### src/rtl/multiplier_input_conditioner_if.sv
// Raw push-button / switch inputs and their conditioned levels for the
// Lab5 multiplier front end. The slave modport is the conditioner side.
interface multiplier_input_conditioner_if #(
   parameter int WIDTH = 8
);
   logic             Run_btn_n;
   logic             ClearLoad_btn_n;
   logic [WIDTH-1:0] SW;
   logic             Run;
   logic             ClearA_LoadB;
   logic             Run_pulse;
   logic [WIDTH-1:0] S;

   modport master (
      output Run_btn_n, ClearLoad_btn_n, SW,
      input  Run, ClearA_LoadB, Run_pulse, S
   );

   modport slave (
      input  Run_btn_n, ClearLoad_btn_n, SW,
      output Run, ClearA_LoadB, Run_pulse, S
   );
endinterface

### src/rtl/multiplier_input_conditioner.sv
// Synchronizes and debounces the active-low Run and Clear/Load keys and
// synchronizes the operand switches for the shift-add multiplier.
module multiplier_input_conditioner #(
   parameter int DEBOUNCE_CYCLES = 50000,
   parameter int SYNC_STAGES     = 2,
   parameter int WIDTH           = 8
) (
   input  logic Clk,
   input  logic Reset,
   multiplier_input_conditioner_if.slave bus
);
   localparam int CW = $clog2(DEBOUNCE_CYCLES + 1);
   localparam logic [CW-1:0] CNT_LAST = CW'(DEBOUNCE_CYCLES - 1);

   logic [SYNC_STAGES-1:0] run_sync;
   logic [SYNC_STAGES-1:0] clr_sync;
   logic [WIDTH-1:0]       sw_sync [SYNC_STAGES];

   // Channel 0 is Run, channel 1 is Clear A / Load B.
   logic [1:0]    pressed;
   logic [1:0]    deb;
   logic [1:0]    deb_nxt;
   logic [CW-1:0] cnt     [2];
   logic [CW-1:0] cnt_nxt [2];
   logic          run_prev;
   logic          run_pulse_q;

   always_ff @(posedge Clk or negedge Reset) begin
      if (!Reset) begin
         run_sync <= '1;
         clr_sync <= '1;
         for (int i = 0; i < SYNC_STAGES; i++) sw_sync[i] <= '0;
      end else begin
         run_sync   <= {run_sync[SYNC_STAGES-2:0], bus.Run_btn_n};
         clr_sync   <= {clr_sync[SYNC_STAGES-2:0], bus.ClearLoad_btn_n};
         sw_sync[0] <= bus.SW;
         for (int i = 1; i < SYNC_STAGES; i++) sw_sync[i] <= sw_sync[i-1];
      end
   end

   assign pressed = ~{clr_sync[SYNC_STAGES-1], run_sync[SYNC_STAGES-1]};

   // Any sample agreeing with the current level restarts the stability count.
   always_comb begin
      deb_nxt = deb;
      for (int ch = 0; ch < 2; ch++) begin
         cnt_nxt[ch] = cnt[ch];
         if (pressed[ch] == deb[ch]) begin
            cnt_nxt[ch] = '0;
         end else if (cnt[ch] == CNT_LAST) begin
            deb_nxt[ch] = ~deb[ch];
            cnt_nxt[ch] = '0;
         end else begin
            cnt_nxt[ch] = cnt[ch] + CW'(1);
         end
      end
   end

   always_ff @(posedge Clk or negedge Reset) begin
      if (!Reset) begin
         deb         <= '0;
         cnt[0]      <= '0;
         cnt[1]      <= '0;
         run_prev    <= 1'b0;
         run_pulse_q <= 1'b0;
      end else begin
         deb         <= deb_nxt;
         cnt[0]      <= cnt_nxt[0];
         cnt[1]      <= cnt_nxt[1];
         run_prev    <= deb[0];
         run_pulse_q <= deb[0] & ~run_prev;
      end
   end

   assign bus.Run          = deb[0];
   assign bus.ClearA_LoadB = deb[1];
   assign bus.Run_pulse    = run_pulse_q;
   assign bus.S            = sw_sync[SYNC_STAGES-1];
endmodule

### src/flat_wrapper.sv
// flat-port wrapper written by rule: the top's interface ports become plain ports
module multiplier_input_conditioner_flat 
#(
   parameter int DEBOUNCE_CYCLES = 50000,
   parameter int SYNC_STAGES     = 2,
   parameter int WIDTH           = 8
)
  (Clk, Reset, bus_Run_btn_n, bus_ClearLoad_btn_n, bus_SW, bus_Run, bus_ClearA_LoadB, bus_Run_pulse, bus_S);
  multiplier_input_conditioner_if #(.WIDTH(WIDTH)) bus_i ();
  input  logic Clk;
  input  logic Reset;
  input wire logic [$bits(bus_i.Run_btn_n)-1:0] bus_Run_btn_n;
  input wire logic [$bits(bus_i.ClearLoad_btn_n)-1:0] bus_ClearLoad_btn_n;
  input wire logic [$bits(bus_i.SW)-1:0] bus_SW;
  output wire logic [$bits(bus_i.Run)-1:0] bus_Run;
  output wire logic [$bits(bus_i.ClearA_LoadB)-1:0] bus_ClearA_LoadB;
  output wire logic [$bits(bus_i.Run_pulse)-1:0] bus_Run_pulse;
  output wire logic [$bits(bus_i.S)-1:0] bus_S;
  assign bus_i.Run_btn_n = bus_Run_btn_n;
  assign bus_i.ClearLoad_btn_n = bus_ClearLoad_btn_n;
  assign bus_i.SW = bus_SW;
  assign bus_Run = bus_i.Run;
  assign bus_ClearA_LoadB = bus_i.ClearA_LoadB;
  assign bus_Run_pulse = bus_i.Run_pulse;
  assign bus_S = bus_i.S;
  multiplier_input_conditioner #(.DEBOUNCE_CYCLES(DEBOUNCE_CYCLES), .SYNC_STAGES(SYNC_STAGES), .WIDTH(WIDTH)) u_core (.Clk(Clk), .Reset(Reset), .bus(bus_i));
endmodule
### config.mk
export PLATFORM = sky130hd
export DESIGN_NAME = multiplier_input_conditioner_flat
export DESIGN_NICKNAME = d
export VERILOG_FILES = /design/src/rtl/multiplier_input_conditioner_if.sv /design/src/rtl/multiplier_input_conditioner.sv /design/src/flat_wrapper.sv
export SDC_FILE = /design/constraint.sdc
export NUM_CORES = 1
export LEC_CHECK = 0
export CORE_MARGIN = 5
export CORE_UTILIZATION = 45
export DETAILED_ROUTE_END_ITERATION = 7
export PLACE_DENSITY = 0.63
export SYNTH_ARGS = -nofsm -noshare
export SYNTH_HDL_FRONTEND = slang
export SYNTH_SLANG_ARGS = --single-unit
### constraint.sdc
create_clock -name Clk -period 5.1 [get_ports Clk]
set_clock_uncertainty 0.05 [all_clocks]
set_input_delay 1.02 -clock Clk [delete_from_list [all_inputs] [get_ports Clk]]
set_output_delay 1.02 -clock Clk [all_outputs]
set_load 0.005 [all_outputs]
==> impl_metrics.py, run 1 <==
metrics = {
    "sta": {
        "setup_tns_ns": 0,
        "slew-limit-headroom_pct": 45.0,
        "max_freq_mhz": 430,
        "rsz0062_at_grt": "false",
        "hold_violations": 0,
        "slew_viol_final": 0,
        "fin_crit_sh_pct": 45.6,
        "finalSetupViolCount": 0,
        "min_period_ns": 2.33,
        "tightest_slew_ns": 0.822,
    },
    "clocking": {
        "root_buffer": "clkbuf_8",
        "cts_buffers": 5,
        "hold_buffers": 0,
        "cts_setup_buffers": 0,
        "clkSinkCount": 56,
        "cts_tree": "done",
        "clockBufferDepth": 2,
        "cts_resized": 0,
        "clock_latency_ns": 0.31,
        "path_clk_slew_ns": 0.10,
        "htree_levels": 2,
    },
    "critical_path": {
        "crit_family": "buffers and inverters",
        "critPathBufInv": 1,
        "crit_arrival_ns": 1.26,
        "worstReg2RegStart": "u_core.cnt[20]$_DFF_PN0_",
        "required_ns": 4.03,
        "crit_path_start_kind": "register",
        "critPathMaxFanout": 4,
        "crit_path_end_kind": "primary output",
        "reg2reg_slack_ns": 3.07,
        "slowest_stage": "clkdlybuf4s50_1",
        "path_depth": 1,
        "crit_type": "reg -> out",
        "cpPeakStageDelay_ns": 0.53,
        "rr_worst_depth": 3,
        "path_cells": "clkdlybuf4s50_1",
        "rr_endpoint": "u_core.cnt[30]$_DFF_PN0_",
    },
    "drt": {
        "routedWlPerCell_um": 12.4,
        "drt_wl_total_mm": 3.62,
        "first_iter_violations": 48,
        "via_count": 1435,
        "drc": 0,
        "viasPerCell": 4.93,
        "dr.pass1.iters": 4,
        "drtAntennaViolNets": 0,
    },
    "die": {
        "ios": 23,
        "die_y_um": 81.6,
        "rows": 26,
        "dieWidth_um": 81.6,
        "core-area_um2": 5040,
        "start_util_pct": 45.8,
        "dieArea_um2": 6670,
    },
    "finish": {
        "fillCellCount": 456,
        "final_area_um2": 2620,
        "final_util_pct": 52.0,
        "drive_above_1_share_pct": 6.79,
        "layoutNonFillerInstCount": 291,
        "antenna_cells": 0,
        "final_nets": 234,
        "syn2layout_area_growth_pct": 13.5,
    },
    "global_routing": {
        "antenna_found_initial": 0,
        "grt_first_pass_wirelength_mm": 6.51,
        "grt_max_degree": 57,
        "grt_usage_pct": 12.8,
        "grt-ovfl-total": 0,
        "grt_pass1_vias": 1426,
    },
    "outcome": {
        "outcome": "completed",
    },
    "placed_design": {
        "gp_congestion": 0.864,
        "io_buffer_count": 22,
        "placed_area_um2": 2540,
        "placedCellCount": 283,
        "hpwl_mm": 2.48,
    },
    "run": {
        "maxCapViolCount": 0,
    },
    "yosys": {
        "async_reset_ff_share_pct": 100,
        "synthCells": 202,
        "syn_area_um2": 2310,
        "syn_avg_cell_area_um2": 11.4,
        "ys_seq_area_share_pct": 60.9,
        "yosys_warnings": 0,
        "synthFlopType": "dfrtp_1",
        "ys_ff_latch": 56,
        "synth_fp_nets": 216,
        "synth_edf_count": 0,
        "synth.distinct_cells": 28,
    },
    "min_path": {
        "worst_hold_path.endpoint": "u_core.bus.S[4]$_DFF_PN0_",
        "min_from": "u_core.sw_sync[12]$_DFF_PN0_",
        "hold_depth": 0,
        "min_path_type": "reg -> reg",
    },
    "power_and_ir_drop": {
        "total_power_mw": 0.735,
        "power_per_cell_area_nw_per_um2": 280,
        "peakVddDrop_v": 0.000199,
        "p_leak_nw": 1.04,
    },
}
[how the worst max path moves through the flow]
stage,endpoint,start
2_1_floorplan,u_core.cnt[24]$_DFF_PN0_,u_core.cnt[20]$_DFF_PN0_
3_3_place_gp,u_core.cnt[25]$_DFF_PN0_,u_core.cnt[20]$_DFF_PN0_
3_5_place_dp,u_core.cnt[30]$_DFF_PN0_,u_core.cnt[20]$_DFF_PN0_
4_1_cts,bus_Run,u_core.deb[0]$_DFFE_PN0P_
5_1_grt,bus_Run,u_core.deb[0]$_DFFE_PN0P_
6_report,bus_Run,u_core.deb[0]$_DFFE_PN0P_
[cell usage in the layout (no fill, tap or decap), types with 2 or more instances in the layout]
| master | count |
|---|---|
| inv_1 | 8 |
| nand3_1 | 12 |
| nor3_1 | 6 |
| nand4_1 | 11 |
| nor4_1 | 9 |
| nor2_1 | 37 |
| clkbuf_8 | 5 |
| o21ai_0 | 2 |
| xor2_1 | 3 |
| clkdlybuf4s50_1 | 21 |
| nor4bb_1 | 2 |
| ha_1 | 2 |
| dfrtp_1 | 52 |
| xnor2_1 | 26 |
| nand2_1 | 6 |
| dfstp_2 | 4 |
[layer usage]
metal / global-route usage [%] / share of wire, % / up-vias
li1: - / - / 711
met1: 15.9 / 47 / 693
met2: 21.0 / 47 / 25
met3: 3.29 / 4.0 / 6
met4: 5.81 / 1.8 / 0
met5: 0 / 0 / -
[per-stage QoR]
stage,hold WS [ns],setup slack (ns)
floorplan,0.281,3.38
global placement,0.282,3.08
detailed placement,0.291,3.05
CTS,0.314,2.76
global route,0.318,2.72
finish,0.310,2.77
[power breakdown]
| group | switching [mW] | leakage (nW) | internal (mW) |
|---|---|---|---|
| registers | 0.00684 | 0.727 | 0.457 |
| logic | 0.0172 | 0.271 | 0.0175 |
| clock network | 0.139 | 0.0456 | 0.0982 |
[state kept, by name (all words and copies together) (netlist names)]
signal / cells
u_core.bus.Run_pulse: 1
u_core.bus.S: 8
u_core.clr_sync: 2
u_core.cnt: 32
u_core.deb: 2
u_core.run_prev: 1
u_core.run_sync: 2
u_core.sw_sync: 8
[logic make-up (layout without fill, tap and decap cells)]
logic type               Yosys count  count (layout)  share of synthesized area, %
AO/OA/AOI/OAI                      4               4                          1.84
XOR/XNOR                          29              29                          11.0
adder cells (fa/ha/maj)            2               2                          1.08
buffers and inverters             20              39                          4.93
flip-flops                        56              56                          60.9
multiplexers                       1               1                         0.433
AND/OR/NAND/NOR                   90              90                          19.8
[cell type report]
| type | instances | area, µm² | share of cell area, % |
|---|---|---|---|
| Inverter | 8 | 30.0 | 1.15 |
| Sequential cell | 56 | 1410 | 53.6 |
| Clock inverter | 2 | 13.8 | 0.525 |
| Clock buffer | 6 | 72.6 | 2.77 |
| Timing Repair Buffer | 23 | 223 | 8.49 |
| Tap cell | 70 | 87.6 | 3.34 |
| Multi-Input combinational cell | 126 | 790 | 30.1 |
[synthesized netlist by cell type, types with 3 or more instances]
cell type	number	area [µm²]
nand2_1	6	22.5
nand4_1	11	68.8
buf_4	8	60.1
nand3_1	12	60.1
xnor2_1	26	228
xor2_1	3	26.3
dfstp_2	4	105
nor4_1	9	56.3
inv_1	8	30.0
nor2_1	37	139
nor3_1	6	30.0
dfrtp_1	52	1300
(Power assumes the default switching activity.)
==> inputs of run 2 (changes only) <==
Clock period 5.1 ns to 2.3 ns, I/O delays scaled along.
==> impl_metrics.py, run 2 (synthesis results as in run 1) <==
metrics = {
    "sta": {
        "rsz0062_at_grt": "false",
        "tightest_slew_ns": 0.481,
        "slew-limit-headroom_pct": 67.8,
        "fin_crit_sh_pct": 80.4,
        "slew_viol_final": 0,
        "min_period_ns": 1.85,
        "setup_tns_ns": 0,
        "max_freq_mhz": 541,
        "finalSetupViolCount": 0,
        "hold_violations": 0,
    },
    "clocking": {
        "cts_buffers": 5,
        "cts_resized": 0,
        "htree_levels": 2,
        "clock_latency_ns": 0.31,
        "path_clk_slew_ns": 0.10,
        "hold_buffers": 0,
        "cts_setup_buffers": 0,
        "cts_tree": "done",
        "clkSinkCount": 56,
        "root_buffer": "clkbuf_8",
        "clockBufferDepth": 2,
    },
    "critical_path": {
        "rr_endpoint": "u_core.cnt[4]$_DFF_PN0_",
        "slowest_stage": "nand2_1",
        "worstReg2RegStart": "u_core.cnt[0]$_DFF_PN0_",
        "cpPeakStageDelay_ns": 0.42,
        "critPathMaxFanout": 15,
        "crit_path_end_kind": "register",
        "rr_worst_depth": 5,
        "path_cells": "ha_1, nand3_1, nand4b_1, nand2_1, nor2_1",
        "crit_type": "reg -> reg",
        "crit_path_start_kind": "register",
        "required_ns": 2.42,
        "crit_arrival_ns": 1.97,
        "reg2reg_slack_ns": 0.45,
    },
    "finish": {
        "final_area_um2": 2650,
        "layout_commonest_cell": "dfrtp_1",
        "mostFrequentLayoutCells": "52 x dfrtp_1, 37 x nor2_1, 26 x xnor2_1",
        "drive_above_1_share_pct": 8.48,
        "final_nets": 237,
        "antenna_cells": 0,
        "largest_register_ffs": 32,
        "layoutNonFillerInstCount": 294,
        "regMostFlops": "u_core.cnt",
        "syn2layout_area_growth_pct": 14.7,
    },
    "run": {
        "maxCapViolCount": 0,
    },
    "die": {
        "dieArea_um2": 6670,
        "dieWidth_um": 81.6,
        "rows": 26,
        "die_y_um": 81.6,
        "start_util_pct": 45.8,
        "core-area_um2": 5040,
        "ios": 23,
    },
    "drt": {
        "dr.pass1.iters": 4,
        "drc": 0,
        "routedWlPerCell_um": 12.8,
        "via_count": 1452,
        "viasPerCell": 4.94,
        "drt_wl_total_mm": 3.76,
        "first_iter_violations": 42,
        "drtAntennaViolNets": 0,
    },
    "power_and_ir_drop": {
        "p_leak_nw": 1.06,
        "peakVddDrop_v": 0.000438,
        "power_per_cell_area_nw_per_um2": 621,
    },
    "placed_design": {
        "io_buffer_count": 22,
        "placed_area_um2": 2560,
        "placedCellCount": 286,
        "gp_congestion": 0.857,
        "hpwl_mm": 2.71,
    },
    "global_routing": {
        "grt_first_pass_wirelength_mm": 6.85,
        "grt_max_degree": 24,
        "grt_pass1_vias": 1507,
        "grt-ovfl-total": 0,
        "grt_usage_pct": 13.5,
        "antenna_found_initial": 0,
    },
    "min_path": {
        "min_path_type": "in -> async",
    },
    "outcome": {
        "outcome": "completed",
    },
}
==> run 2: cell types whose count changed in the layout (fill, tap and decap cells not counted), sizes merged <==
| cell | delta |
|---|---|
| buf | +3 |
| clkinvlp | +1 |
| clkbuf | -1 |
==> run 2: worst max-delay path, delay by kind of cell (launching register included) <==
kind	cells	cell delay [ns]
flops	1	0.40
simple gates	4	1.08
fa+ha+maj	1	0.20
==> run 2: how the worst max path moves through the flow <==
stage	end	slack, ns	start
detailed placement	u_core.cnt[7]$_DFF_PN0_	0.44	u_core.cnt[0]$_DFF_PN0_
global placement	u_core.cnt[3]$_DFF_PN0_	0.52	u_core.cnt[0]$_DFF_PN0_
floorplan	u_core.cnt[29]$_DFF_PN0_	0.58	u_core.cnt[20]$_DFF_PN0_
global route	u_core.cnt[14]$_DFF_PN0_	0.22	u_core.cnt[0]$_DFF_PN0_
finish	u_core.cnt[4]$_DFF_PN0_	0.45	u_core.cnt[0]$_DFF_PN0_
CTS	u_core.cnt[4]$_DFF_PN0_	0.42	u_core.cnt[0]$_DFF_PN0_
==> run 2: metrics by stage <==
step	total power, mW	hold WS, ns	worst slack, ns	util, %
4_1_cts	1.68	0.00629	0.422	52.5
6_report	1.64	0.00157	0.451	52.5
5_1_grt	1.74	0.0118	0.220	52.5
2_1_floorplan	1.08	0.114	0.584	-
3_3_place_gp	1.13	0.281	0.517	50.7
3_5_place_dp	1.13	0.287	0.437	50.7
==> run 2: report_power, final <==
group | leakage, nW | total, mW | internal, mW | switching [mW]
Combinational | 0.285 | 0.0817 | 0.0421 | 0.0395
Sequential | 0.727 | 1.03 | 1.01 | 0.0155
Clock | 0.0445 | 0.535 | 0.217 | 0.318
==> run 2: area by class of cell <==
class | count | area (µm²)
Sequential cell | 56 | 1410
Fill cell | 453 | 2390
Multi-Input combinational cell | 126 | 790
Clock inverter | 3 | 21.3
Tap cell | 70 | 87.6
Clock buffer | 5 | 68.8
Inverter | 8 | 30.0
Timing Repair Buffer | 26 | 245
==> run 2: per-layer routing <==
metal  up-vias  global-route usage, %  part of all wire [%]
met4         0                   4.49                   1.4
li1        720                      -                     -
met2        16                   23.6                    52
met1       709                   15.6                    43
met5         -                      0                     0
met3         7                   4.28                   3.6
